`src/rtl/module_seg7_scan_n.sv`:
```
// rtl/module_seg7_scan_n.sv - double-buffered N-digit hex 7-segment scan controller with LZ blanking and PWM
module module_seg7_scan_n #(
  parameter int N_DIGITS     = 8,
  parameter int DIGIT_CYCLES = 10000,
  parameter int PWM_BITS     = 4
) (
  input  logic                  clk_i,
  input  logic                  rst_n_i,
  input  logic                  clk_en_i,
  input  logic                  wr_en_i,
  input  logic                  sel_i,
  input  logic [4*N_DIGITS-1:0] data_a_i,
  input  logic [4*N_DIGITS-1:0] data_b_i,
  input  logic [N_DIGITS-1:0]   dp_i,
  input  logic                  blank_lz_i,
  input  logic [PWM_BITS-1:0]   bright_i,
  output logic [6:0]            display_o,
  output logic                  dp_o,
  output logic [N_DIGITS-1:0]   display_select_o,
  output logic                  frame_o
);

  localparam int TW = $clog2(DIGIT_CYCLES);
  localparam int DW = $clog2(N_DIGITS);
  localparam logic [TW-1:0] TIMER_LAST = TW'(DIGIT_CYCLES - 1);
  localparam logic [DW-1:0] DIGIT_LAST = DW'(N_DIGITS - 1);

  logic [4*N_DIGITS-1:0] r_shadow_data;
  logic [N_DIGITS-1:0]   r_shadow_dp;
  logic                  r_pending;
  logic [4*N_DIGITS-1:0] r_active_data;
  logic [N_DIGITS-1:0]   r_active_dp;
  logic [TW-1:0]         r_timer;
  logic [DW-1:0]         r_digit;
  logic [PWM_BITS-1:0]   r_pwm;
  logic [6:0]            r_display;
  logic                  r_dp;
  logic [N_DIGITS-1:0]   r_select;
  logic                  r_frame;

  logic                  w_timer_wrap;
  logic                  w_frame;
  logic [3:0]            w_nibble;
  logic [6:0]            w_seg;
  logic [N_DIGITS-1:0]   w_blank;
  logic                  w_run;
  logic [N_DIGITS-1:0]   w_onehot;
  logic                  w_anode_on;

  assign w_timer_wrap = (r_timer == TIMER_LAST);
  assign w_frame      = w_timer_wrap && (r_digit == DIGIT_LAST);
  assign w_nibble     = r_active_data[{r_digit, 2'b00} +: 4];
  assign w_onehot     = {{(N_DIGITS-1){1'b0}}, 1'b1} << r_digit;
  assign w_anode_on   = !w_blank[r_digit] && (r_pwm <= bright_i);

  // Shadow takes writes at any time; active copies it only at a frame boundary so the display never tears
  always_ff @(posedge clk_i or negedge rst_n_i) begin
    if (!rst_n_i) begin
      r_shadow_data <= '0;
      r_shadow_dp   <= '0;
      r_pending     <= 1'b0;
      r_active_data <= '0;
      r_active_dp   <= '0;
    end else if (clk_en_i) begin
      if (wr_en_i) begin
        r_shadow_data <= sel_i ? data_b_i : data_a_i;
        r_shadow_dp   <= dp_i;
      end
      if (w_frame && r_pending) begin
        r_active_data <= r_shadow_data;
        r_active_dp   <= r_shadow_dp;
      end
      // A write on the boundary cycle keeps pending set for the next frame
      if (wr_en_i) begin
        r_pending <= 1'b1;
      end else if (w_frame) begin
        r_pending <= 1'b0;
      end
    end
  end

  // Slot timer, digit index and free-running PWM counter
  always_ff @(posedge clk_i or negedge rst_n_i) begin
    if (!rst_n_i) begin
      r_timer <= '0;
      r_digit <= '0;
      r_pwm   <= '0;
    end else if (clk_en_i) begin
      r_pwm <= r_pwm + 1'b1;
      if (w_timer_wrap) begin
        r_timer <= '0;
        r_digit <= (r_digit == DIGIT_LAST) ? '0 : r_digit + 1'b1;
      end else begin
        r_timer <= r_timer + 1'b1;
      end
    end
  end

  // Leading-zero mask from the top digit down; digit 0 is never blanked
  always_comb begin
    w_blank = '0;
    w_run   = blank_lz_i;
    for (int i = N_DIGITS - 1; i >= 1; i--) begin
      w_run      = w_run && (r_active_data[4*i +: 4] == 4'h0) && !r_active_dp[i];
      w_blank[i] = w_run;
    end
  end

  // Hex glyph decode, active-high gfedcba
  always_comb begin
    w_seg = 7'h00;
    case (w_nibble)
      4'h0: w_seg = 7'h3F;
      4'h1: w_seg = 7'h06;
      4'h2: w_seg = 7'h5B;
      4'h3: w_seg = 7'h4F;
      4'h4: w_seg = 7'h66;
      4'h5: w_seg = 7'h6D;
      4'h6: w_seg = 7'h7D;
      4'h7: w_seg = 7'h07;
      4'h8: w_seg = 7'h7F;
      4'h9: w_seg = 7'h6F;
      4'hA: w_seg = 7'h77;
      4'hB: w_seg = 7'h7C;
      4'hC: w_seg = 7'h39;
      4'hD: w_seg = 7'h5E;
      4'hE: w_seg = 7'h79;
      4'hF: w_seg = 7'h71;
      default: w_seg = 7'h00;
    endcase
  end

  // Registered active-low pins; frame pulse is forced low while disabled
  always_ff @(posedge clk_i or negedge rst_n_i) begin
    if (!rst_n_i) begin
      r_display <= 7'h7F;
      r_dp      <= 1'b1;
      r_select  <= '1;
      r_frame   <= 1'b0;
    end else if (clk_en_i) begin
      r_display <= ~w_seg;
      r_dp      <= ~r_active_dp[r_digit];
      r_select  <= w_anode_on ? ~w_onehot : '1;
      r_frame   <= w_frame;
    end else begin
      r_frame   <= 1'b0;
    end
  end

  assign display_o        = r_display;
  assign dp_o             = r_dp;
  assign display_select_o = r_select;
  assign frame_o          = r_frame;

endmodule

```
`config.mk`:
```
export PLATFORM = sky130hd
export DESIGN_NAME = module_seg7_scan_n
export DESIGN_NICKNAME = d
export VERILOG_FILES = /design/src/rtl/module_seg7_scan_n.sv
export SDC_FILE = /design/constraint.sdc
export NUM_CORES = 1
export LEC_CHECK = 0
export ABC_AREA = 0
export CAP_MARGIN = 5
export CORE_UTILIZATION = 30
export CTS_CLUSTER_DIAMETER = 40
export DETAILED_ROUTE_END_ITERATION = 7
export GPL_TIMING_DRIVEN = 0
export HOLD_SLACK_MARGIN = 0.15
export PLACE_DENSITY_LB_ADDON = 0.1
export REMOVE_ABC_BUFFERS = 1
export SYNTH_ARGS = -nofsm -noshare
export SYNTH_HDL_FRONTEND = slang
export SYNTH_SLANG_ARGS = --single-unit
```
`constraint.sdc`:
```
create_clock -name clk_i -period 2.75 [get_ports clk_i]
set_input_delay 0.55 -clock clk_i [delete_from_list [all_inputs] [get_ports clk_i]]
set_output_delay 0.55 -clock clk_i [all_outputs]
set_load 0.005 [all_outputs]
```
# ---- After elaboration in Yosys (flattened, before gate mapping)
# Memories as Yosys holds them, arrays and structs flattened.
# Cells that the tools add are included.
dict set report classes {
  n_eq_ne 2
  n_bitwise 3
  mux 11
  reduce_logical 37
  add_sub_neg 3
  n_shift 2
  n_lt_le_gt_ge 2
}
# operator count
set op_table {}
lappend op_table {{2-to-1 mux 32 bit} 1}
lappend op_table {{indexed part select 32 x 6 -> 4 bit} 1}
lappend op_table {{zero test 4 bit} 7}
lappend op_table {{logical AND 1 bit} 17}
lappend op_table {{adder 14 x 1 -> 14 bit (second input constant)} 1}
lappend op_table {{== test 14 bit (second input constant)} 1}
lappend op_table {{2-to-1 mux 14 bit} 1}
lappend op_table {{zero test 1 bit} 8}
lappend op_table {{2-to-1 mux 8 bit} 1}
lappend op_table {{NOT 8 bit} 1}
lappend op_table {{AND reduction 2 bit} 4}
lappend op_table {{left shift 1 x 3 -> 8 bit (first input constant)} 1}
lappend op_table {{NOT 7 bit} 1}
lappend op_table {{binary-select mux 1 bit (select 3 bit)} 2}
lappend op_table {{2-to-1 mux 1 bit} 5}
lappend op_table {{adder 4 x 1 -> 4 bit (second input constant)} 1}
lappend op_table {{<= comparator 4 bit} 1}
lappend op_table {{< comparator 3 x 4 -> 1 bit (second input constant)} 1}
lappend op_table {{adder 3 x 1 -> 3 bit (second input constant)} 1}
lappend op_table {{== test 3 bit (second input constant)} 1}
lappend op_table {{2-to-1 mux 3 bit} 1}
lappend op_table {{nonzero test 2 bit} 1}
lappend op_table {{NOT 1 bit} 1}
dict set report word_totals {
  n_memories 1
  ff_bits 119
  in_bits 82
  mem_bits_ro 112
}
# memory depth word_bits rd rd_ports_with_merged_regs write_ports line_no
set memory_table {}
lappend memory_table {{(no name shown)} 16 7 1 0 0 112} ;# case (w_nibble)

# ---- Longest topological paths before layout
dict set report depth {
  word_depth 20
  depth_mapped 10
  ltp_nobuf 9
}

# ---- Least setup slack after synthesis
# No wires, ideal clock.
dict set report synth_path {
  kind {register -> register}
  from {register r_digit[1]}
  to {register r_display[0], in the netlist display_o[0]}
  setup_time_ns 0.077
  required_ns 2.673
  arrival_time_ns 2.278
  n_path_buf 1
  stages_incl_launch_ff 8
  path_slack_ns 0.395
  path_cell_list {dfrtp_1 buf_6 mux4_1 mux2i_1 ha_1 inv_1 or3_1 a31oi_1}
}
dict set report synth_between {
  elab_chain_cells 3
}
# element line_no
set synth_lines {}
lappend synth_lines {{start: declaration} 34} ;# logic [DW-1:0] r_digit;
lappend synth_lines {{start signal: assignment} 92} ;# r_digit <= (r_digit == DIGIT_LAST) ? '0 : r_digit + 1'b1;
lappend synth_lines {{indexed part select 32 x 6 -> 4 bit} 52} ;# assign w_nibble = r_active_data[{r_digit, 2'b00} +: 4];
lappend synth_lines {{memory (16 x 7 bit)} n/a}
lappend synth_lines {{NOT 7 bit} 141} ;# r_display <= ~w_seg;
lappend synth_lines {{end signal: assignment} 141}
lappend synth_lines {{end: declaration} 36} ;# logic [6:0] r_display;
# Every way passes these cells.
# A chain may end at the register's enable or synchronous reset.

# ---- Worst setup path in the final report
# Ends and elaborated chain as after synthesis.

==> results.json <==
{
  "netlist.area_leader.share_pct": 45.0,
  "fin_crit_sh_pct": 91.7,
  "ys_seq_area_share_pct": 52.4,
  "end_kind": "flop",
  "worstReg2RegStart": "r_digit[1]",
  "netlist_top_cells_count": "103 x dfrtp_1, 56 x nor2_1, 52 x mux2_2, 39 x a21oi_1, 38 x mux2i_1",
  "wl_per_cell_microns": 14.9,
  "start_kind": "flop",
  "grt_first_pass_wirelength_mm": 20.4,
  "rows": 50,
  "clock.fmax_ghz": 0.397,
  "grt_pass1_vias": 3906,
  "fin_area_sq_um": 7610,
  "yosys.area.top_type": "dfrtp_1",
  "start_util_pct": 30.6,
  "grt_max_degree": 71,
  "nFillCells": 1807,
  "critPathBufInv": 1,
  "synth_edf_count": 0,
  "synth_cell_types": 53,
  "period_minus_slack_ps": 2520,
  "clkSinkCount": 119,
  "track_usage_pct": 13.5,
  "hpwl_mm": 8.91,
  "synth_most_common_cell": "dfrtp_1",
  "antenna_found_initial": 0,
  "clk_latency_ps": 410,
  "tns_ps": 0,
  "startpoint": "r_digit[1]",
  "worst-path-max-fanout": 15,
  "post_drt_via_cell_ratio": 4.76,
  "hold_viol": 0,
  "synth.avg_cell_area_sq_um": 12.0,
  "finalSetupViolations": 0,
  "leakagePower_nw": 3.50,
  "synth_warnings": 0,
  "dr.pass1.iters": 6,
  "ir_drop_v": 0.000323,
  "worstPathCellList": "mux4_1 -> mux2i_4 -> ha_1 -> inv_1 -> or3_1 -> a31oi_1",
  "fin_nets": 675,
  "drv_cap": 0,
  "syn_area_sq_um": 5720,
  "gp_congestion": 0.732,
  "wl_mm": 12.3,
  "slew_headroom_pct": 39.3,
  "crit_path_max_incr_delay_ps": 670,
  "tightest_slew_ps": 910,
  "synth_area_leaders": "dfrtp_1 45%, mux2_2 10%, dfstp_2 7.3%",
  "grt.overflow.total": 0,
  "hold_path.class": "reg -> reg",
  "ys_seq_elements": 119,
  "drv_slew": 0,
  "status": "finished with violations",
  "finClkSkew_ps": 13.1,
  "rsz0062_at_grt": "no",
  "root_buffer": "clkbuf_16",
  "violations": "design-rule violations",
  "n_antenna_cell": 0,
  "final_antenna_net_count": 0,
  "die_area_sq_um": 19600,
  "area_delta_synth_final_pct": 33.0,
  "power_density_nw_per_um2": 634,
  "die_h_microns": 140,
  "placed_area_sq_um": 6960,
  "crit_type": "reg -> reg",
  "syn_inst": 475,
  "async_flop_share_pct": 100,
  "clk_path_buf_depth": 2,
  "cp_num_cells": 6,
  "layout-drive-gt1-share_pct": 20.1,
  "port_buffers": 98,
  "h-tree-depth": 4,
  "cts_buffers": 17,
  "crit_required_ps": 3090,
  "r2r_setup_slack_ps": 230,
  "route.detailed.drc": 1,
  "synth-main-ff-cell": "dfrtp_1",
  "crit_arrival_ps": 2860,
  "cts_tree": "built",
  "num_vias": 3916,
  "critPathCapture": "display_o[0]",
  "cp_top_family": "multiplexers",
  "reg2reg_depth": 6,
  "die_x_microns": 140,
  "timing.rr.end": "display_o[0]",
  "worst_path_max_delay_cell": "mux4_1",
  "io_pins": 99,
  "drt-initial-drc-count": 130,
  "coreArea_sq_um": 18700,
  "path_clk_slew_ps": 60
}
==> cell usage in the layout (no fill, tap or decap), types with 3 or more instances in the layout <==
| master | count |
|---|---|
| dfrtp_1 | 102 |
| clkdlybuf4s50_1 | 95 |
| nor2_1 | 56 |
| mux2_2 | 52 |
| a21oi_1 | 39 |
| mux2i_1 | 37 |
| ha_1 | 18 |
| clkbuf_16 | 17 |
| dfstp_2 | 16 |
| inv_1 | 15 |
| nand2_1 | 13 |
| mux4_1 | 9 |
| nand3_1 | 8 |
| xor2_1 | 8 |
| o21ai_0 | 7 |
| a31oi_1 | 7 |
| or4_1 | 7 |
| xnor2_1 | 7 |
| nand4_1 | 5 |
| clkinvlp_4 | 5 |
| and3_1 | 4 |
| nor4_1 | 3 |
| buf_4 | 3 |
==> through the flow <==
| step | total power [mW] | setup WS [ps] | std cells | util [%] | hold WS (ps) |
|---|---|---|---|---|---|
| 3_3_place_gp | 2.66 | -3590 | 783 | 36.8 | 468 |
| 4_1_cts | 4.90 | 39.2 | 819 | 40.5 | 491 |
| 3_5_place_dp | 2.69 | -1520 | 786 | 37.2 | 481 |
| 5_1_grt | 5.07 | 60.7 | 822 | 40.7 | 496 |
| 6_report | 4.83 | 228 | 822 | 40.7 | 489 |
| 2_1_floorplan | 2.38 | -406 | 451 | - | 254 |
==> worst min-delay path by stage <==
| stage | end | startpoint | depth (start not counted) |
|---|---|---|---|
| 3_5_place_dp | r_pwm[3] | r_pwm[3] | 1 |
| 5_1_grt | r_pwm[3] | r_pwm[3] | 1 |
| 2_1_floorplan | frame_o | rst_n_i | 0 |
| 3_3_place_gp | r_pwm[3] | r_pwm[3] | 1 |
| 6_report | r_timer[5] | r_timer[5] | 1 |
| 4_1_cts | display_select_o[1] | display_select_o[1] | 2 |
==> cell type report <==
type / count / area [sq um] / area share [%]
clock buffer: 21 / 460 / 6.05
clock inverter: 11 / 125 / 1.64
inverter: 17 / 63.8 / 0.839
multi-input combinational: 315 / 2590 / 34.1
sequential: 119 / 3000 / 39.4
tap: 234 / 293 / 3.85
timing repair buffer: 105 / 1070 / 14.1
==> routing by layer <==
metal | routed length [microns] | GRT usage, % | share of wire [%]
met4 | 195 | 5.15 | 1.6
met5 | 0 | 0 | 0
met3 | 502 | 4.10 | 4.1
met1 | 5900 | 17.8 | 48
met2 | 5650 | 20.6 | 46
==> power breakdown <==
group          internal [mW]  switching [mW]
registers               1.94           0.135
clock network           1.38           0.792
logic                  0.326           0.260
total                   3.64            1.19
==> flip-flops by register name, summed over array words and instances (netlist names) <==
signal and flops:
r_active_data 32, r_shadow_data 32, r_timer 14, display_select_o 8
r_active_dp 8, r_shadow_dp 8, display_o 7, r_pwm 4
r_digit 3, dp_o 1, frame_o 1, r_pending 1
==> repair_timing <==
action / 4_1_cts / 5_1_grt
hold endpoints to repair: 33 / 0
hold buffers: 1 / 0
resized for setup: 9 / 2
setup endpoints to repair: 58 / 32
pin swaps: 0 / 1
buffers inserted: 0 / 3
==> kinds of logic (layout without fill, tap and decap cells) <==
kind of cell | Yosys count | count (layout) | synth area share, %
flops | 119 | 119 | 52.4
fa+ha+maj | 18 | 18 | 3.94
xor+xnor | 15 | 15 | 2.30
simple gates | 112 | 112 | 9.67
mux | 102 | 102 | 21.9
compound gates | 68 | 68 | 6.89
buf+inv | 41 | 154 | 2.91
Note: power is estimated with default switching activity, not from simulation.
